==> src/rtl/vga_pkg.sv <==
// Shared VGA definitions: axis-state type, default 1024x768@60 timing and the
// RGB332 palette used by the timing generator and the draw blocks.
package vga_pkg;

  typedef enum logic [1:0] {
    ST_ACTIVE = 2'd0,
    ST_FRONT  = 2'd1,
    ST_SYNC   = 2'd2,
    ST_BACK   = 2'd3
  } axis_state_e;

  localparam int unsigned DEF_H_ACTIVE = 1024;
  localparam int unsigned DEF_H_FP     = 24;
  localparam int unsigned DEF_H_SYNC   = 136;
  localparam int unsigned DEF_H_BP     = 160;
  localparam int unsigned DEF_V_ACTIVE = 768;
  localparam int unsigned DEF_V_FP     = 3;
  localparam int unsigned DEF_V_SYNC   = 6;
  localparam int unsigned DEF_V_BP     = 29;

  localparam logic [7:0] RGB_BLACK  = 8'h00;
  localparam logic [7:0] RGB_WHITE  = 8'hFF;
  localparam logic [7:0] RGB_RED    = 8'hE0;
  localparam logic [7:0] RGB_PURPLE = 8'hE3;

  // Colour of vertical test bar idx (0 = leftmost).
  function automatic logic [7:0] bar_colour(input logic [2:0] idx);
    case (idx)
      3'd0:    bar_colour = RGB_BLACK;
      3'd1:    bar_colour = RGB_RED;
      3'd2:    bar_colour = 8'h1C;
      3'd3:    bar_colour = 8'h03;
      3'd4:    bar_colour = 8'hFC;
      3'd5:    bar_colour = RGB_PURPLE;
      3'd6:    bar_colour = 8'h1F;
      default: bar_colour = RGB_WHITE;
    endcase
  endfunction

endpackage

==> src/rtl/vga_axis_fsm.sv <==
// Single raster axis: position counter plus ACTIVE/FRONT/SYNC/BACK state,
// stepping on adv_i. state_d_o is the state that goes with the next count.
module vga_axis_fsm
  import vga_pkg::*;
#(
  parameter int unsigned ACTIVE = DEF_H_ACTIVE,
  parameter int unsigned FP     = DEF_H_FP,
  parameter int unsigned SYNC   = DEF_H_SYNC,
  parameter int unsigned BP     = DEF_H_BP,
  parameter int unsigned W      = 11
) (
  input  logic         vclk_i,
  input  logic         rst_i,
  input  logic         adv_i,
  output logic [W-1:0] count_o,
  output axis_state_e  state_d_o,
  output logic         wrap_o
);

  localparam int unsigned TOTAL = ACTIVE + FP + SYNC + BP;
  localparam logic [W-1:0] A_END = W'(ACTIVE - 1);
  localparam logic [W-1:0] F_END = W'(ACTIVE + FP - 1);
  localparam logic [W-1:0] S_END = W'(ACTIVE + FP + SYNC - 1);
  localparam logic [W-1:0] LAST  = W'(TOTAL - 1);

  if (TOTAL > (32'd1 << W)) begin : g_range_err
    $error("vga_axis_fsm: axis total does not fit the counter width");
  end

  logic [W-1:0] count_q, count_d;
  axis_state_e  state_q, state_d;
  logic         wrap;

  // NOTE: every always_comb output gets a default first so no latch is inferred.
  always_comb begin
    count_d = count_q;
    state_d = state_q;
    wrap    = 1'b0;
    if (adv_i) begin
      if (count_q == LAST) begin
        count_d = '0;
        wrap    = 1'b1;
      end else begin
        count_d = count_q + 1'b1;
      end
      case (state_q)
        ST_ACTIVE: if (count_q == A_END) state_d = ST_FRONT;
        ST_FRONT:  if (count_q == F_END) state_d = ST_SYNC;
        ST_SYNC:   if (count_q == S_END) state_d = ST_BACK;
        default:   if (count_q == LAST)  state_d = ST_ACTIVE;
      endcase
    end
  end

  // NOTE: sequential state uses non-blocking assignments only.
  always_ff @(posedge vclk_i or posedge rst_i) begin
    if (rst_i) begin
      count_q <= '0;
      state_q <= ST_ACTIVE;
    end else begin
      count_q <= count_d;
      state_q <= state_d;
    end
  end

  assign count_o   = count_q;
  assign state_d_o = state_d;
  assign wrap_o    = wrap;

endmodule

==> src/rtl/vga_timing_gen.sv <==
// VGA raster timing source: hcount/vcount with zero-skew registered sync,
// blank and line/frame pulses. Define VGA_TEST_PATTERN_EN for colour bars.
module vga_timing_gen
  import vga_pkg::*;
#(
  parameter int unsigned H_ACTIVE = DEF_H_ACTIVE,
  parameter int unsigned H_FP     = DEF_H_FP,
  parameter int unsigned H_SYNC   = DEF_H_SYNC,
  parameter int unsigned H_BP     = DEF_H_BP,
  parameter int unsigned V_ACTIVE = DEF_V_ACTIVE,
  parameter int unsigned V_FP     = DEF_V_FP,
  parameter int unsigned V_SYNC   = DEF_V_SYNC,
  parameter int unsigned V_BP     = DEF_V_BP,
  parameter bit          SYNC_POL = 1'b0
) (
  input  logic        vclk,
  input  logic        rst,
  input  logic        pix_en,
  output logic [10:0] hcount,
  output logic [9:0]  vcount,
  output logic        hsync,
  output logic        vsync,
  output logic        blank,
  output logic        frame_start,
  output logic        line_start,
  output logic [7:0]  test_pixel
);

  axis_state_e h_state_d, v_state_d;
  logic        h_wrap, v_wrap;

  vga_axis_fsm #(
    .ACTIVE(H_ACTIVE), .FP(H_FP), .SYNC(H_SYNC), .BP(H_BP), .W(11)
  ) u_h_axis (
    .vclk_i   (vclk),
    .rst_i    (rst),
    .adv_i    (pix_en),
    .count_o  (hcount),
    .state_d_o(h_state_d),
    .wrap_o   (h_wrap)
  );

  // The vertical axis steps once per completed line.
  vga_axis_fsm #(
    .ACTIVE(V_ACTIVE), .FP(V_FP), .SYNC(V_SYNC), .BP(V_BP), .W(10)
  ) u_v_axis (
    .vclk_i   (vclk),
    .rst_i    (rst),
    .adv_i    (h_wrap),
    .count_o  (vcount),
    .state_d_o(v_state_d),
    .wrap_o   (v_wrap)
  );

  logic hsync_d, vsync_d, blank_d;
  logic hsync_q, vsync_q, blank_q, line_start_q, frame_start_q;

  assign hsync_d = (h_state_d == ST_SYNC) ? SYNC_POL : ~SYNC_POL;
  assign vsync_d = (v_state_d == ST_SYNC) ? SYNC_POL : ~SYNC_POL;
  assign blank_d = (h_state_d != ST_ACTIVE) | (v_state_d != ST_ACTIVE);

  always_ff @(posedge vclk or posedge rst) begin
    if (rst) begin
      hsync_q       <= ~SYNC_POL;
      vsync_q       <= ~SYNC_POL;
      blank_q       <= 1'b0;
      line_start_q  <= 1'b0;
      frame_start_q <= 1'b0;
    end else begin
      hsync_q       <= hsync_d;
      vsync_q       <= vsync_d;
      blank_q       <= blank_d;
      line_start_q  <= h_wrap;
      frame_start_q <= v_wrap;
    end
  end

  assign hsync       = hsync_q;
  assign vsync       = vsync_q;
  assign blank       = blank_q;
  assign line_start  = line_start_q;
  assign frame_start = frame_start_q;

`ifdef VGA_TEST_PATTERN_EN
  logic [10:0] h_next;
  logic [7:0]  test_pixel_d, test_pixel_q;

  always_comb begin
    h_next = hcount;
    if (pix_en) h_next = h_wrap ? '0 : hcount + 11'd1;
  end

  assign test_pixel_d = blank_d ? RGB_BLACK : bar_colour(h_next[9:7]);

  always_ff @(posedge vclk or posedge rst) begin
    if (rst) test_pixel_q <= RGB_BLACK;
    else     test_pixel_q <= test_pixel_d;
  end

  assign test_pixel = test_pixel_q;
`else
  assign test_pixel = RGB_BLACK;
`endif

endmodule

==> config.mk <==
export PLATFORM = sky130hd
export DESIGN_NAME = vga_timing_gen
export DESIGN_NICKNAME = d
export VERILOG_FILES = /design/src/rtl/vga_pkg.sv /design/src/rtl/vga_axis_fsm.sv /design/src/rtl/vga_timing_gen.sv
export SDC_FILE = /design/constraint.sdc
export NUM_CORES = 1
export LEC_CHECK = 0
export BUFFER_PORTS_ARGS = -buffer_cell sky130_fd_sc_hd__buf_2
export CAP_MARGIN = 10
export CORE_MARGIN = 1.5
export CORE_UTILIZATION = 48
export CTS_CLUSTER_DIAMETER = 30
export CTS_CLUSTER_SIZE = 8
export DETAILED_ROUTE_END_ITERATION = 16
export PLACE_DENSITY = 0.76
export REMOVE_ABC_BUFFERS = 1
export SKIP_CTS_REPAIR_TIMING = 1
export SYNTH_ARGS = -nofsm -noshare
export SYNTH_HDL_FRONTEND = slang
export SYNTH_SLANG_ARGS = --single-unit
==> constraint.sdc <==
create_clock -name vclk -period 7.38 [get_ports vclk]
set_input_delay 0.738 -clock vclk [delete_from_list [all_inputs] [get_ports vclk]]
set_output_delay 0.738 -clock vclk [all_outputs]
set_load 0.005 [all_outputs]
Word level (Yosys, flattened, before mapping)
Cells that the tools add are included.

storage, ports and cells
  input port bits = 3
  bits in registers = 30
  output and inout bits = 34

operators by class
  mux-type cells = 20
  bitwise gates (word level) = 1
  add/sub/neg operators = 2
  reduce and logical (&&, ||, !) cells = 4
  equality and inequality tests = 14

operators with widths
  operator                                          count
  == test 10 bit (second input constant)            4
  == test 11 bit (second input constant)            3
  2-to-1 mux 2 bit                                  10
  one-hot mux 2 bit (3 select lines)                2
  adder 11 x 1 -> 11 bit (second input constant)    1
  == test 11 x 10 -> 1 bit (second input constant)  1
  2-to-1 mux 11 bit                                 1
  adder 10 x 1 -> 10 bit (second input constant)    1
  2-to-1 mux 10 bit                                 1
  == test 2 bit (second input constant)             4
  2-to-1 mux 1 bit                                  6
  == test 2 x 1 -> 1 bit (second input constant)    2
  logical NOT 2 bit                                 2
  nonzero test 2 bit                                2
  bitwise OR 1 bit                                  1

Longest topological paths before layout
Gate-level depths: netlist of run 1.

  depth after elaboration = 6
  gate-level depth with buffers = 9
  depth with buffers taken out = 7

Cells and area by module
Synthesis of run 1 repeated with hierarchy kept, for this count alone.

unflattened totals
  cell total of the unflattened synthesis = 172
  area total of the unflattened synthesis = 1715.4 um2

by module, submodules not included
  module                   cells each  sequential area each (um2)  area each (um2)  instances
  vga_axis_fsm (u_h_axis)  83          325.3                       783.3            1
  vga_axis_fsm (u_v_axis)  71          300.3                       716.9            1
  vga_timing_gen           18          127.6                       215.2            1

Least setup slack after synthesis of run 1
No wires, ideal clock.

  kind = in2reg
  from = input pix_en
  to = register blank_q (netlist: blank)
  cell stages on the path = 6
  data required time = 7.241 ns
  arrival time = 2.609 ns
  path slack = 4.633 ns
  path through = buf_2 > nand4_1 > or4_4 > buf_6 > o32a_1 > or4_1

on the way
  cells in the longest elaborated chain, start to end = 4

RTL lines
  item                       RTL line              text
  start: declaration         vga_timing_gen.sv:18  input logic pix_en,
  2-to-1 mux 1 bit           vga_axis_fsm.sv:39    if (adv_i) begin
  2-to-1 mux 2 bit           vga_axis_fsm.sv:39
  net u_v_axis.state_d_o[0]  vga_axis_fsm.sv:16    output axis_state_e state_d_o,
  nonzero test 2 bit         vga_timing_gen.sv:60  assign blank_d = (h_state_d != ST_ACTIVE) | (v_state_d != ST_ACTIVE);
  bitwise OR 1 bit           vga_timing_gen.sv:60
  net blank_d                vga_timing_gen.sv:55  logic hsync_d, vsync_d, blank_d;
  end signal: assignment     vga_timing_gen.sv:72  blank_q <= blank_d;
  end: declaration           vga_timing_gen.sv:56  logic hsync_q, vsync_q, blank_q, line_start_q, frame_start_q;

The timed path passes the listed nets, and every way through them passes these cells.
A chain may end at the register's enable or synchronous reset.

Final worst setup path of run 1
  from = register u_h_axis.count_q[0] (netlist: u_h_axis.count_o[0])
  to = register blank_q (netlist: blank)

on the way
  cells in the longest elaborated chain, start to end = 6

RTL lines
  item                       RTL line              text
  start: declaration         vga_axis_fsm.sv:30    logic [W-1:0] count_q, count_d;
  start signal: assignment   vga_axis_fsm.sv:61    count_q <= count_d;
  == test 11 bit             vga_axis_fsm.sv:40    if (count_q == LAST) begin
  2-to-1 mux 1 bit           vga_axis_fsm.sv:40
  2-to-1 mux 1 bit           vga_axis_fsm.sv:39
  2-to-1 mux 2 bit           vga_axis_fsm.sv:39
  net u_v_axis.state_d_o[1]  vga_axis_fsm.sv:16
  nonzero test 2 bit         vga_timing_gen.sv:60
  bitwise OR 1 bit           vga_timing_gen.sv:60
  net blank_d                vga_timing_gen.sv:55

The timed path passes the listed nets, and every way through them passes these cells.

==> results of run 1 <==
synth_stat cells, types with 2 or more instances:
cell type                   number  area share [%]
sky130_fd_sc_hd__dfrtp_1        28              41
sky130_fd_sc_hd__nor2_1         16             3.6
sky130_fd_sc_hd__nand2_1        13             2.9
sky130_fd_sc_hd__nand3_1        10             3.0
sky130_fd_sc_hd__nor3_1          9             2.7
sky130_fd_sc_hd__xnor2_1         9             4.7
sky130_fd_sc_hd__buf_4           8             3.6
sky130_fd_sc_hd__inv_1           8             1.8
sky130_fd_sc_hd__nand4_1         8             3.0
sky130_fd_sc_hd__ha_1            6             4.4
sky130_fd_sc_hd__o21ai_0         5             1.5
sky130_fd_sc_hd__xor2_1          4             2.1
sky130_fd_sc_hd__and2_1          3             1.1
sky130_fd_sc_hd__clkbuf_1        3            0.67
sky130_fd_sc_hd__nor4_1          3             1.1
sky130_fd_sc_hd__or2_2           3             1.1
sky130_fd_sc_hd__a2bb2oi_1       2             1.0
sky130_fd_sc_hd__buf_2           2            0.59
sky130_fd_sc_hd__buf_6           2             1.3
sky130_fd_sc_hd__dfstp_2         2             3.1
sky130_fd_sc_hd__mux2i_1         2             1.2
sky130_fd_sc_hd__nand2b_1        2            0.74
sky130_fd_sc_hd__nand3b_1        2            0.89
sky130_fd_sc_hd__or4_1           2            0.89
worst register-to-register path: stages, from the launching register on:
cell and delay (ns):
sky130_fd_sc_hd__dfrtp_1 0.45, sky130_fd_sc_hd__ha_1 0.21, sky130_fd_sc_hd__nand4_1 0.23, sky130_fd_sc_hd__or4_4 0.64
sky130_fd_sc_hd__clkinv_2 0.19, sky130_fd_sc_hd__and2_1 0.26, sky130_fd_sc_hd__a21oi_2 0.09, sky130_fd_sc_hd__or4_1 0.47
stage by stage:
stage | power (W) | setup slack (ns) | instances | util, %
finish | 0.000435 | 4.72 | 250 | 56.8
global route | 0.000467 | 4.57 | 250 | 56.8
CTS | 0.000436 | 4.73 | 249 | 56.0
detailed placement | 0.000314 | 4.48 | 241 | 53.7
global placement | 0.000312 | 4.57 | 241 | 53.7
floorplan | 0.000275 | 4.87 | 167 | -
metal layers:
| metal | GRT usage (%) | wire [um] |
|---|---|---|
| met5 | 0 | 0 |
| met4 | 10.0 | 86 |
| met3 | 5.80 | 169 |
| met2 | 28.0 | 1580 |
| met1 | 26.6 | 1610 |
layout make-up:
cell class	instances	area (um^2)	area share [%]
repair buffers	29	168	8.77
multi-input cells	128	820	42.9
clock buffers	8	78.8	4.12
inverters	9	35.0	1.83
well taps	46	57.6	3.01
flip-flops and latches	30	753	39.4
state kept, by name, indices dropped and copies added (netlist names):
register          count
u_h_axis.count_o     11
u_v_axis.count_o     10
u_h_axis.state_q      2
u_v_axis.state_q      2
blank                 1
frame_start           1
hsync                 1
line_start            1
vsync                 1
final timing paths:
| kind | from | endpoint | slack, ns | cells past startpoint |
|---|---|---|---|---|
| worst max-delay path | u_h_axis.count_o[0] | blank | 4.72 | 7 |
| worst min-delay path | rst | u_v_axis.count_o[6] | 0.35 | 2 |
| worst max register to register | u_h_axis.count_o[0] | blank | 4.72 | 7 |
| worst min register to register | u_h_axis.state_q[0] | u_h_axis.state_q[1] | 0.55 | 1 |
| max in group asynchronous | rst | hsync | 6.51 | 3 |
| min in group vclk | u_h_axis.state_q[0] | u_h_axis.state_q[1] | 0.55 | 1 |
logic make-up (layout without fill, tap and decap cells):
kind of cell	count (synthesis)	in the layout	synth area share (%)
simple gates	80	80	26.0
flops	30	30	44.6
buf+inv	25	46	8.51
compound gates	18	18	7.70
xor+xnor	13	13	6.74
fa+ha+maj	6	6	4.44
mux	3	3	1.85
other cells	1	8	0.222
power breakdown:
part | internal (W) | switching (W) | leakage, nW | total (W)
Clock | 0.0000650 | 0.0000569 | 0.0446 | 0.000122
Combinational | 0.0000450 | 0.0000457 | 0.455 | 0.0000907
Sequential | 0.000185 | 0.0000375 | 0.374 | 0.000222
Total | 0.000295 | 0.000140 | 0.874 | 0.000435
==> flow_summary.html, run 1 <==
<table>
<tr><th>Metric</th><th>Value</th></tr>
<tr><th colspan="2">Status</th></tr>
<tr><td>Outcome</td><td>finished, final reports clean</td></tr>
<tr><th colspan="2">GRT</th></tr>
<tr><td>Grt ovf</td><td>0</td></tr>
<tr><td>Global-route wire length before repair</td><td>5.85 mm</td></tr>
<tr><td>GRT Overall Usage</td><td>19.4%</td></tr>
<tr><td>Largest net degree at the start of global routing</td><td>31</td></tr>
<tr><td>Initial antenna violation count</td><td>0</td></tr>
<tr><td>Vias in the first global route</td><td>~1200</td></tr>
<tr><th colspan="2">Route</th></tr>
<tr><td>WL per Instance</td><td>13.8 um</td></tr>
<tr><td>Total iterations of the first detailed-routing run</td><td>5</td></tr>
<tr><td>Ratio of routed vias to standard cells</td><td>5.35</td></tr>
<tr><td>Routed Antenna Nets</td><td>0</td></tr>
<tr><td>Via count of the routed design</td><td>approximately 1300</td></tr>
<tr><td>First-iteration detailed-routing DRC count</td><td>62</td></tr>
<tr><td>Total Wirelength</td><td>3.44 mm</td></tr>
<tr><td>Post-detailed-route DRC marker count</td><td>0</td></tr>
<tr><th colspan="2">Worst setup path</th></tr>
<tr><td>Total buffers and inverters traversed by the critical path</td><td>1</td></tr>
<tr><td>Critical path type</td><td>flip-flop to flip-flop</td></tr>
<tr><td>Highest-delay cell along the critical path</td><td>sky130_fd_sc_hd__or4_4</td></tr>
<tr><td>Dominant delay contributor by cell family on the critical path</td><td>simple AND/OR/NAND/NOR gates</td></tr>
<tr><td>CP endpoint kind</td><td>flip-flop</td></tr>
<tr><td>Delay of the slowest cell on the worst path</td><td>0.64 ns</td></tr>
<tr><td>Kind of launch point of the worst setup path</td><td>flip-flop</td></tr>
<tr><td>Data arrival time of the critical path</td><td>2.87 ns</td></tr>
<tr><td>Maximum fanout along the worst path</td><td>15</td></tr>
<tr><td>Req. time, crit path</td><td>roughly 7.6 ns</td></tr>
<tr><td>Crit-path cells</td><td>ha_1, nand4_1, or4_4, clkinv_2, and2_1, a21oi_2, or4_1</td></tr>
<tr><th colspan="2">Cells and area</th></tr>
<tr><td>Total inserted antenna cells</td><td>0</td></tr>
<tr><td>Leading cell types in the layout, fill and taps excluded</td><td>28 x sky130_fd_sc_hd__dfrtp_1, 28 x sky130_fd_sc_hd__buf_2, 16 x sky130_fd_sc_hd__nor2_1, 13 x sky130_fd_sc_hd__nand2_1, 10 x sky130_fd_sc_hd__nand3_1</td></tr>
<tr><td>Fraction of final layout cells sized beyond drive strength 1</td><td>24.5%</td></tr>
<tr><td>Area growth from synthesis to layout</td><td>13.1%</td></tr>
<tr><td>Post-layout net count</td><td>212</td></tr>
<tr><td>Number of filler cells placed in the layout</td><td>316</td></tr>
<tr><td>Post-route cell area</td><td>0.00191 mm^2</td></tr>
<tr><th colspan="2">Clocking</th></tr>
<tr><td>Largest buffer count on any clock path</td><td>2</td></tr>
<tr><td>Number of clock sinks seen by CTS</td><td>30</td></tr>
<tr><td>CTS Buf Count</td><td>5</td></tr>
<tr><td>Worst-skew pair later-pin latency</td><td>0.33 ns</td></tr>
<tr><td>CTS H-tree lvls</td><td>2</td></tr>
<tr><td>Clock Tree Root</td><td>sky130_fd_sc_hd__clkbuf_4</td></tr>
<tr><td>TritonCTS clock tree</td><td>yes</td></tr>
<tr><td>Clock-pin slew of the registers on the worst-case setup and hold paths</td><td>about 0.10 ns</td></tr>
<tr><th colspan="2">Placement</th></tr>
<tr><td>GP Congestion</td><td>just under 0.9</td></tr>
<tr><td>Post-DP Area</td><td>around 0.0018 mm^2</td></tr>
<tr><td>Count of buffers from port buffering</td><td>28</td></tr>
<tr><td>DP Wirelength</td><td>2.36 mm</td></tr>
<tr><th colspan="2">STA</th></tr>
<tr><td>Number of hold violations in the final report</td><td>0</td></tr>
<tr><td>Setup Viol. Count Final</td><td>0</td></tr>
<tr><td>Slew Limit Headroom</td><td>60.0%</td></tr>
<tr><td>Accumulated negative setup slack</td><td>0 ns</td></tr>
<tr><td>Worst hold margin</td><td>0.353 ns</td></tr>
<tr><td>Final worst path period need</td><td>2.66 ns</td></tr>
<tr><td>Skew final</td><td>about 0.0066 ns</td></tr>
<tr><td>Peak clock frequency supported by timing</td><td>376 MHz</td></tr>
<tr><td>Setup repair after global routing missed its margin</td><td>false</td></tr>
<tr><td>Pins Over Slew Limit</td><td>0</td></tr>
<tr><td>Worst Max-Slew Pin Slew</td><td>~0.6 ns</td></tr>
<tr><td>Final worst-path cycle share</td><td>36.1%</td></tr>
<tr><th colspan="2">Synthesis</th></tr>
<tr><td>Yosys warning total</td><td>0</td></tr>
<tr><td>Number of flops mapped to enable cells by yosys</td><td>0</td></tr>
<tr><td>Unique masters post-synth</td><td>48</td></tr>
<tr><td>Average size of a mapped cell</td><td>9.60 um^2</td></tr>
<tr><td>Sequential-to-total area share from yosys stat</td><td>44.6%</td></tr>
<tr><td>Post-synthesis register bit count</td><td>30</td></tr>
<tr><td>Proportion of synthesized flip-flops having asynchronous set or reset</td><td>between 90% and 100%</td></tr>
<tr><td>Syn Inst Count</td><td>about 180</td></tr>
<tr><td>Main flop type after synthesis</td><td>sky130_fd_sc_hd__dfrtp_1</td></tr>
<tr><td>Post-Synthesis Cell Area</td><td>approximately 0.0017 mm^2</td></tr>
<tr><th colspan="2">Floorplanning</th></tr>
<tr><td>Chip width</td><td>slightly above 60 um</td></tr>
<tr><td>Row cnt</td><td>21</td></tr>
<tr><td>Core footprint</td><td>0.00336 mm^2</td></tr>
<tr><td>Effective utilization at floorplan</td><td>50.3%</td></tr>
<tr><td>Die ar.</td><td>0.00389 mm^2</td></tr>
<tr><td>Number of top-level pins</td><td>37</td></tr>
<tr><td>Die height</td><td>about 62 um</td></tr>
<tr><th colspan="2">Power and ir drop</th></tr>
<tr><td>Leak pwr</td><td>0.874 nW</td></tr>
<tr><td>Pwr/cell area</td><td>between 200 and 250 mW/mm^2</td></tr>
<tr><td>Largest voltage drop on the vdd net</td><td>0.000152 V</td></tr>
<tr><th colspan="2">Flow run</th></tr>
<tr><td>Number of maximum-capacitance violations</td><td>0</td></tr>
<tr><th colspan="2">Hold path</th></tr>
<tr><td>Hold WC Path Type</td><td>input port to async pin</td></tr>
</table>
Power figures use the tool's default switching activity.
==> inputs of run 2 (changes only) <==
==> constraint.sdc (replaced) <==
create_clock -name vclk -period 2.56 [get_ports vclk]
set_input_delay 0.256 -clock vclk [delete_from_list [all_inputs] [get_ports vclk]]
set_output_delay 0.256 -clock vclk [all_outputs]
set_load 0.005 [all_outputs]
==> run 2 against run 1 <==
Utilization grew 0.41 points. Clock power grew 140%. Final area grew 0.72%. Register-to-register slack lost 4.6 ns. Flip-flop and latch count is the same. Combinational power grew to 3.3 times the previous value. Count of clock-buffer cells in the layout shrank 1. The run now ends with negative hold slack left. Hold slack lost 0.38 ns. Non-clock buffer count grew 7. Global-route usage shrank 0.22 points. Critical path depth shrank 2.
==> flow_summary.html, run 2 (synthesis gave the netlist of run 1 again) <==
<table>
<tr><th>Metric</th><th>Value</th></tr>
<tr><th colspan="2">Cells and area</th></tr>
<tr><td>Final standard cell utilization of the core</td><td>57.3% (+0.41 points)</td></tr>
<tr><td>Total inserted antenna cells</td><td>0 (unchanged)</td></tr>
<tr><td>Number of filler cells placed in the layout</td><td>321 (+1.6%)</td></tr>
<tr><td>Flip-flop count of the largest register, all copies and words added</td><td>11 (unchanged)</td></tr>
<tr><td>Leading cell types in the layout, fill and taps excluded</td><td>28 x sky130_fd_sc_hd__dfrtp_1, 28 x sky130_fd_sc_hd__buf_2, 16 x sky130_fd_sc_hd__nor2_1, 13 x sky130_fd_sc_hd__nand2_1, 10 x sky130_fd_sc_hd__nand3_1</td></tr>
<tr><td>Area growth from synthesis to layout</td><td>13.9%</td></tr>
<tr><td>Post-layout net count</td><td>219 (+3.3%)</td></tr>
<tr><td>Fraction of final layout cells sized beyond drive strength 1</td><td>26.5% (+2.0 points)</td></tr>
<tr><td>Final non-filler cell total</td><td>257 (+2.8%)</td></tr>
<tr><th colspan="2">Route</th></tr>
<tr><td>Routed Antenna Nets</td><td>0 (unchanged)</td></tr>
<tr><td>Ratio of routed vias to standard cells</td><td>5.35 (about the same)</td></tr>
<tr><td>WL per Instance</td><td>12.9 um (-6.3%)</td></tr>
<tr><td>Post-detailed-route DRC marker count</td><td>0 (unchanged)</td></tr>
<tr><td>Total Wirelength</td><td>3.31 mm (-3.7%)</td></tr>
<tr><td>First-iteration detailed-routing DRC count</td><td>40 (-35%)</td></tr>
<tr><td>Via count of the routed design</td><td>1376 (+2.8%)</td></tr>
<tr><td>Total iterations of the first detailed-routing run</td><td>4 (-1)</td></tr>
<tr><th colspan="2">Status</th></tr>
<tr><td>Outcome</td><td>finished with violations</td></tr>
<tr><td>Failing checks</td><td>negative hold slack</td></tr>
<tr><th colspan="2">Clocking</th></tr>
<tr><td>Clock-pin slew of the registers on the worst-case setup and hold paths</td><td>0.09 ns (about the same)</td></tr>
<tr><td>CTS Buf Count</td><td>5 (unchanged)</td></tr>
<tr><td>Largest buffer count on any clock path</td><td>2 (unchanged)</td></tr>
<tr><td>CTS H-tree lvls</td><td>2 (unchanged)</td></tr>
<tr><td>Clock Tree Root</td><td>sky130_fd_sc_hd__clkbuf_4</td></tr>
<tr><td>Worst-skew pair later-pin latency</td><td>0.33 ns (about the same)</td></tr>
<tr><td>TritonCTS clock tree</td><td>yes</td></tr>
<tr><td>Number of clock sinks seen by CTS</td><td>30 (unchanged)</td></tr>
<tr><th colspan="2">STA</th></tr>
<tr><td>Accumulated negative setup slack</td><td>0 ns (unchanged)</td></tr>
<tr><td>Peak clock frequency supported by timing</td><td>412 MHz (+9.8%)</td></tr>
<tr><td>Worst hold margin</td><td>-0.0261 ns (-0.379 ns)</td></tr>
<tr><td>Final critical-path setup slack</td><td>0.135 ns (-4.58 ns)</td></tr>
<tr><td>Final worst-path cycle share</td><td>94.7% (+59 points)</td></tr>
<tr><td>Number of hold violations in the final report</td><td>28 (+28)</td></tr>
<tr><td>Final worst path period need</td><td>2.42 ns (-0.237 ns)</td></tr>
<tr><td>Skew final</td><td>0.00414 ns (-0.00244 ns)</td></tr>
<tr><td>Setup Viol. Count Final</td><td>0 (unchanged)</td></tr>
<tr><td>Pins Over Slew Limit</td><td>0 (unchanged)</td></tr>
<tr><td>Setup repair after global routing missed its margin</td><td>false</td></tr>
<tr><th colspan="2">Hold path</th></tr>
<tr><td>Hold WC Path Type</td><td>input port to async pin</td></tr>
<tr><th colspan="2">Floorplanning</th></tr>
<tr><td>Core footprint</td><td>0.00336 mm^2 (unchanged)</td></tr>
<tr><td>Row cnt</td><td>21 (unchanged)</td></tr>
<tr><td>Chip width</td><td>62.3 um (unchanged)</td></tr>
<tr><td>Die height</td><td>62.3 um (unchanged)</td></tr>
<tr><td>Effective utilization at floorplan</td><td>50.3% (unchanged)</td></tr>
<tr><td>Die ar.</td><td>0.00389 mm^2 (unchanged)</td></tr>
<tr><td>Number of top-level pins</td><td>37 (unchanged)</td></tr>
<tr><th colspan="2">Placement</th></tr>
<tr><td>Count of buffers from port buffering</td><td>28 (unchanged)</td></tr>
<tr><td>GP Congestion</td><td>0.820 (-6.0%)</td></tr>
<tr><td>DP Wirelength</td><td>2.35 mm (-0.54%)</td></tr>
<tr><td>Placed insts</td><td>249 (+3.3%)</td></tr>
<tr><td>Worst setup timing slack at the placement stage</td><td>0.154 ns (-4.32 ns)</td></tr>
<tr><th colspan="2">Flow run</th></tr>
<tr><td>Number of maximum-capacitance violations</td><td>0 (unchanged)</td></tr>
<tr><th colspan="2">Power and ir drop</th></tr>
<tr><td>Leak pwr</td><td>0.892 nW (+2.1%)</td></tr>
<tr><td>Pwr/cell area</td><td>627 mW/mm^2 (+180%)</td></tr>
<tr><td>Largest voltage drop on the vdd net</td><td>0.000375 V (+150%)</td></tr>
<tr><th colspan="2">Worst setup path</th></tr>
<tr><td>Maximum fanout along the worst path</td><td>7 (-8)</td></tr>
<tr><td>Critical path type</td><td>flip-flop to flip-flop</td></tr>
<tr><td>Req. time, crit path</td><td>2.77 ns (-4.81 ns)</td></tr>
<tr><td>Kind of launch point of the worst setup path</td><td>flip-flop</td></tr>
<tr><td>CP endpoint kind</td><td>flip-flop</td></tr>
<tr><td>Data arrival time of the critical path</td><td>2.64 ns (-0.23 ns)</td></tr>
<tr><th colspan="2">GRT</th></tr>
<tr><td>Vias in the first global route</td><td>1247 (+1.6%)</td></tr>
<tr><td>Largest net degree at the start of global routing</td><td>31 (unchanged)</td></tr>
<tr><td>Global-route wire length before repair</td><td>5.85 mm (unchanged)</td></tr>
<tr><td>Grt ovf</td><td>0 (unchanged)</td></tr>
<tr><td>GRT Overall Usage</td><td>19.2% (-0.22 points)</td></tr>
<tr><td>Initial antenna violation count</td><td>0 (unchanged)</td></tr>
</table>
## run 2: power breakdown
group / switching [W] / total (W) / internal, W / leakage [nW]
clock network: 0.000160 / 0.000293 / 0.000133 / 0.0353
logic: 0.000156 / 0.000300 / 0.000144 / 0.483
registers: 0.0000812 / 0.000615 / 0.000533 / 0.374
total: 0.000398 / 0.00121 / 0.000810 / 0.892
## run 2: final timing paths
path / startpoint / endpoint / slack (ns) / cells past startpoint
max in group asynchronous: rst / hsync / 2.27 / 3
min in group vclk: pix_en / u_h_axis.count_o[0] / 0.31 / 3
min: rst / u_v_axis.count_o[6] / -0.03 / 3
max reg2reg: u_h_axis.count_o[0] / blank / 0.14 / 5
max: u_h_axis.count_o[0] / blank / 0.14 / 5
min reg2reg: u_h_axis.state_q[0] / u_h_axis.state_q[1] / 0.51 / 1
## run 2: worst max-delay path, stage by stage (launching register included)
cell and delay, ns:
sky130_fd_sc_hd__dfrtp_1 0.44, sky130_fd_sc_hd__ha_1 0.21, sky130_fd_sc_hd__nand4_1 0.14, sky130_fd_sc_hd__or4_4 0.60
sky130_fd_sc_hd__o32a_1 0.40, sky130_fd_sc_hd__or4_1 0.53
## run 2: per-layer routing
metal	track usage (%)	up-vias	share of wire, %
met3	5.98	6	4.7
met2	29.8	37	46
li1	-	668	-
met5	0	-	0
met1	25.6	665	47
met4	6.94	0	1.5
## run 2: cell type report
type / count / area, um^2 / share of cell area, %
tap: 46 / 57.6 / 2.99
inverter: 9 / 35.0 / 1.82
sequential: 30 / 753 / 39.1
clock inverter: 1 / 5.00 / 0.260
clock buffer: 7 / 55.1 / 2.86
timing repair buffer: 36 / 200 / 10.4
multi-input combinational: 128 / 820 / 42.6
## run 2: per-stage QoR
stage                     instance area (um^2)  power [W]
after CTS                                 1930    0.00122
final                                     1930    0.00121
after global routing                      1930    0.00130
after detailed placement                  1870   0.000922
after global placement                    1870   0.000917
after floorplan                           1610   0.000792
==> inputs of run 3 (changes only) <==
--- a/config.mk
+++ b/config.mk
@@ -13,6 +13,7 @@
 export CTS_CLUSTER_SIZE = 8
 export DETAILED_ROUTE_END_ITERATION = 16
 export PLACE_DENSITY = 0.76
+export RECOVER_POWER = 25
 export REMOVE_ABC_BUFFERS = 1
 export SKIP_CTS_REPAIR_TIMING = 1
 export SYNTH_ARGS = -nofsm -noshare
==> constraint.sdc (replaced) <==
create_clock -name vclk -period 2.37 [get_ports vclk]
set_input_delay 0.237 -clock vclk [delete_from_list [all_inputs] [get_ports vclk]]
set_output_delay 0.237 -clock vclk [all_outputs]
set_load 0.005 [all_outputs]
==> run 3 against run 2 <==
The flow finishes with violations (max-capacitance violations, max-slew violations). Count of clock-buffer cells in the layout fell by 1. Combinational power increased by 51%. Clock skew is 0.00079 ns lower. Critical path depth shrank 1. Critical path type unchanged. Sequential power about the same. Via count up 1.0%. Critical endpoint unchanged. Wire length rose by 5.7%. Utilization is 3.0 points higher. Non-clock buffer count rose by 11. Global-route usage rose by 0.73 points. Largest cell class unchanged.
==> flow_summary.html, run 3 (synthesis gave the netlist of run 1 again) <==
<table>
<tr><th>Metric</th><th>Value</th></tr>
<tr><th colspan="2">Route</th></tr>
<tr><td>First-iteration detailed-routing DRC count</td><td>81 (+100%)</td></tr>
<tr><td>Ratio of routed vias to standard cells</td><td>5.19 (-3.1%)</td></tr>
<tr><td>Total Wirelength</td><td>3.50 mm (+5.7%)</td></tr>
<tr><td>Total iterations of the first detailed-routing run</td><td>4 (unchanged)</td></tr>
<tr><td>WL per Instance</td><td>13.1 um (+1.4%)</td></tr>
<tr><td>Post-detailed-route DRC marker count</td><td>0 (unchanged)</td></tr>
<tr><td>Via count of the routed design</td><td>1390 (+1.0%)</td></tr>
<tr><td>Routed Antenna Nets</td><td>0 (unchanged)</td></tr>
<tr><th colspan="2">STA</th></tr>
<tr><td>Final worst-path cycle share</td><td>98.1% (+3.4 points)</td></tr>
<tr><td>Setup Viol. Count Final</td><td>0 (unchanged)</td></tr>
<tr><td>Worst Max-Slew Pin Slew</td><td>between 1.5 and 2 ns</td></tr>
<tr><td>Number of hold violations in the final report</td><td>0 (-100%)</td></tr>
<tr><td>Pins Over Slew Limit</td><td>31 (+31)</td></tr>
<tr><td>Final worst path period need</td><td>2.32 ns (-0.100 ns)</td></tr>
<tr><td>Setup repair after global routing missed its margin</td><td>false</td></tr>
<tr><td>Slew Limit Headroom</td><td>-1.86%</td></tr>
<tr><td>Worst hold margin</td><td>0.296 ns (+0.322 ns)</td></tr>
<tr><td>Peak clock frequency supported by timing</td><td>430 MHz (+4.3%)</td></tr>
<tr><td>Skew final</td><td>0.00335 ns (-0.000790 ns)</td></tr>
<tr><th colspan="2">Placement</th></tr>
<tr><td>GP Congestion</td><td>0.851 (+3.8%)</td></tr>
<tr><td>Count of buffers from port buffering</td><td>28 (unchanged)</td></tr>
<tr><td>DP Wirelength</td><td>2.48 mm (+5.4%)</td></tr>
<tr><th colspan="2">Worst setup path</th></tr>
<tr><td>Maximum fanout along the worst path</td><td>4 (-3)</td></tr>
<tr><td>Launch point of the worst reg-to-reg path</td><td>u_h_axis.count_o[9]</td></tr>
<tr><td>Kind of launch point of the worst setup path</td><td>flip-flop</td></tr>
<tr><td>Data arrival time of the critical path</td><td>2.52 ns (-0.12 ns)</td></tr>
<tr><td>CP endpoint kind</td><td>flip-flop</td></tr>
<tr><td>Req. time, crit path</td><td>2.57 ns (-0.20 ns)</td></tr>
<tr><td>Critical path type</td><td>flip-flop to flip-flop</td></tr>
<tr><td>Critical path launch point</td><td>u_h_axis.count_o[9]</td></tr>
<tr><th colspan="2">Floorplanning</th></tr>
<tr><td>Number of top-level pins</td><td>37 (unchanged)</td></tr>
<tr><td>Die ar.</td><td>0.00389 mm^2 (unchanged)</td></tr>
<tr><td>Chip width</td><td>62.3 um (unchanged)</td></tr>
<tr><td>Effective utilization at floorplan</td><td>50.3% (unchanged)</td></tr>
<tr><td>Row cnt</td><td>21 (unchanged)</td></tr>
<tr><td>Core footprint</td><td>0.00336 mm^2 (unchanged)</td></tr>
<tr><td>Die height</td><td>62.3 um (unchanged)</td></tr>
<tr><th colspan="2">Flow run</th></tr>
<tr><td>Number of maximum-capacitance violations</td><td>1 (+1)</td></tr>
<tr><th colspan="2">Power and ir drop</th></tr>
<tr><td>Pwr/cell area</td><td>726 mW/mm^2 (+16%)</td></tr>
<tr><td>Combinational power share</td><td>30.8% (+5.9 points)</td></tr>
<tr><td>Net Sw Power</td><td>0.000457 W (+15%)</td></tr>
<tr><td>Cell internal pwr</td><td>0.00101 W (+25%)</td></tr>
<tr><td>Sw Ratio</td><td>31.0% (-1.9 points)</td></tr>
<tr><td>Share of power burned in registers</td><td>41.8% (-9.1 points)</td></tr>
<tr><td>Leak pwr</td><td>0.945 nW (+5.9%)</td></tr>
<tr><td>Largest voltage drop on the vdd net</td><td>0.000492 V (+31%)</td></tr>
<tr><td>Power consumption</td><td>0.00147 W (+22%)</td></tr>
<tr><td>Clk network pwr share</td><td>27.4% (+3.1 points)</td></tr>
<tr><th colspan="2">GRT</th></tr>
<tr><td>Vias in the first global route</td><td>1314 (+5.4%)</td></tr>
<tr><td>Largest net degree at the start of global routing</td><td>31 (unchanged)</td></tr>
<tr><td>Global-route wire length before repair</td><td>6.05 mm (+3.4%)</td></tr>
<tr><td>GRT Overall Usage</td><td>19.9% (+0.73 points)</td></tr>
<tr><td>Grt ovf</td><td>0 (unchanged)</td></tr>
<tr><td>Initial antenna violation count</td><td>0 (unchanged)</td></tr>
<tr><th colspan="2">Cells and area</th></tr>
<tr><td>Final standard cell utilization of the core</td><td>60.2% (+3.0 points)</td></tr>
<tr><td>Area growth from synthesis to layout</td><td>19.8%</td></tr>
<tr><td>Fraction of final layout cells sized beyond drive strength 1</td><td>29.3% (+2.7 points)</td></tr>
<tr><td>Post-layout net count</td><td>230 (+5.0%)</td></tr>
<tr><td>Leading cell types in the layout, fill and taps excluded</td><td>28 x sky130_fd_sc_hd__dfrtp_1, 28 x sky130_fd_sc_hd__buf_2, 17 x sky130_fd_sc_hd__buf_4, 16 x sky130_fd_sc_hd__nor2_1, 13 x sky130_fd_sc_hd__nand2_1</td></tr>
<tr><td>Total inserted antenna cells</td><td>0 (unchanged)</td></tr>
<tr><td>Flip-flop count of the largest register, all copies and words added</td><td>11 (unchanged)</td></tr>
<tr><th colspan="2">Hold path</th></tr>
<tr><td>Hold WC Path Type</td><td>input port to flip-flop</td></tr>
<tr><td>Worst Min Path Start</td><td>pix_en</td></tr>
<tr><th colspan="2">Clocking</th></tr>
<tr><td>Worst-skew pair later-pin latency</td><td>0.32 ns (about the same)</td></tr>
<tr><td>Number of clock sinks seen by CTS</td><td>30 (unchanged)</td></tr>
<tr><td>Clock-pin slew of the registers on the worst-case setup and hold paths</td><td>0.10 ns (about the same)</td></tr>
<tr><td>Clock Tree Root</td><td>sky130_fd_sc_hd__clkbuf_4</td></tr>
<tr><td>CTS Buf Count</td><td>5 (unchanged)</td></tr>
<tr><td>Largest buffer count on any clock path</td><td>2 (unchanged)</td></tr>
<tr><td>TritonCTS clock tree</td><td>yes</td></tr>
<tr><td>CTS H-tree lvls</td><td>2 (unchanged)</td></tr>
<tr><th colspan="2">Status</th></tr>
<tr><td>Failing checks</td><td>max-capacitance violations, max-slew violations</td></tr>
<tr><td>Outcome</td><td>finished with violations</td></tr>
</table>
==> run 3: cell types whose count changed in the layout (fill, tap and decap cells not counted) <==
cell | previous run | this run
sky130_fd_sc_hd__bufinv_16 | 0 | 1
sky130_fd_sc_hd__clkbuf_1 | 1 | 2
sky130_fd_sc_hd__dlygate4sd3_1 | 0 | 1
sky130_fd_sc_hd__clkinvlp_4 | 0 | 1
sky130_fd_sc_hd__clkinv_2 | 2 | 1
sky130_fd_sc_hd__buf_4 | 8 | 17
sky130_fd_sc_hd__clkbuf_8 | 1 | 0
==> run 3: layout make-up <==
class                      instances  area (um^2)
clock inverter                     2         37.5
clock buffer                       6         41.3
sequential                        30          753
inverter                           9         35.0
multi-input combinational        128          820
fill                             309         1340
tap                               46         57.6
timing repair buffer              47          282
==> run 3: power by group through the flow <==
stage / registers [W] / logic [W] / clock network (W)
floorplan: 0.000685 / 0.000171 / 0
global placement: 0.000622 / 0.000443 / 0
detailed placement: 0.000626 / 0.000452 / 0
CTS: 0.000615 / 0.000455 / 0.000413
global route: 0.000623 / 0.000506 / 0.000446
finish: 0.000616 / 0.000453 / 0.000403
==> run 3: through the flow <==
step           instance area, um^2  instances  worst slack [ns]  setup TNS (ns)
2_1_floorplan                 1610        167           -0.0344         -0.0344
3_3_place_gp                  1940        259            0.0837               0
3_5_place_dp                  1940        259            0.0649               0
4_1_cts                       2020        267            0.0504               0
5_1_grt                       2030        268            0.0149               0
6_report                      2030        268            0.0459               0
==> run 3: worst paths after layout <==
path	endpoint	slack (ns)	cells past startpoint
worst max-delay path	blank	0.05	4
worst min-delay path	u_h_axis.count_o[0]	0.30	3
worst max register to register	blank	0.05	4
worst min register to register	u_h_axis.state_q[1]	0.52	1
max in group asynchronous	u_v_axis.count_o[8]	0.51	4
min in group asynchronous	u_v_axis.count_o[6]	0.97	4
==> run 3: worst max-delay path, cell delays in order (launching register included) <==
cell                      delay [ns]
sky130_fd_sc_hd__dfrtp_1        0.39
sky130_fd_sc_hd__or3_4          0.41
sky130_fd_sc_hd__or4_4          0.51
sky130_fd_sc_hd__o32a_1         0.39
sky130_fd_sc_hd__or4_1          0.52
==> run 3: routing by layer <==
| layer | part of all wire (%) | routed length (um) | global-route usage [%] | vias up |
|---|---|---|---|---|
| met4 | 2.8 | 99 | 9.17 | 0 |
| li1 | - | - | - | 690 |
| met2 | 45 | 1580 | 29.8 | 39 |
| met1 | 48 | 1680 | 27.1 | 650 |
| met5 | 0 | 0 | 0 | - |
| met3 | 3.9 | 135 | 5.62 | 11 |
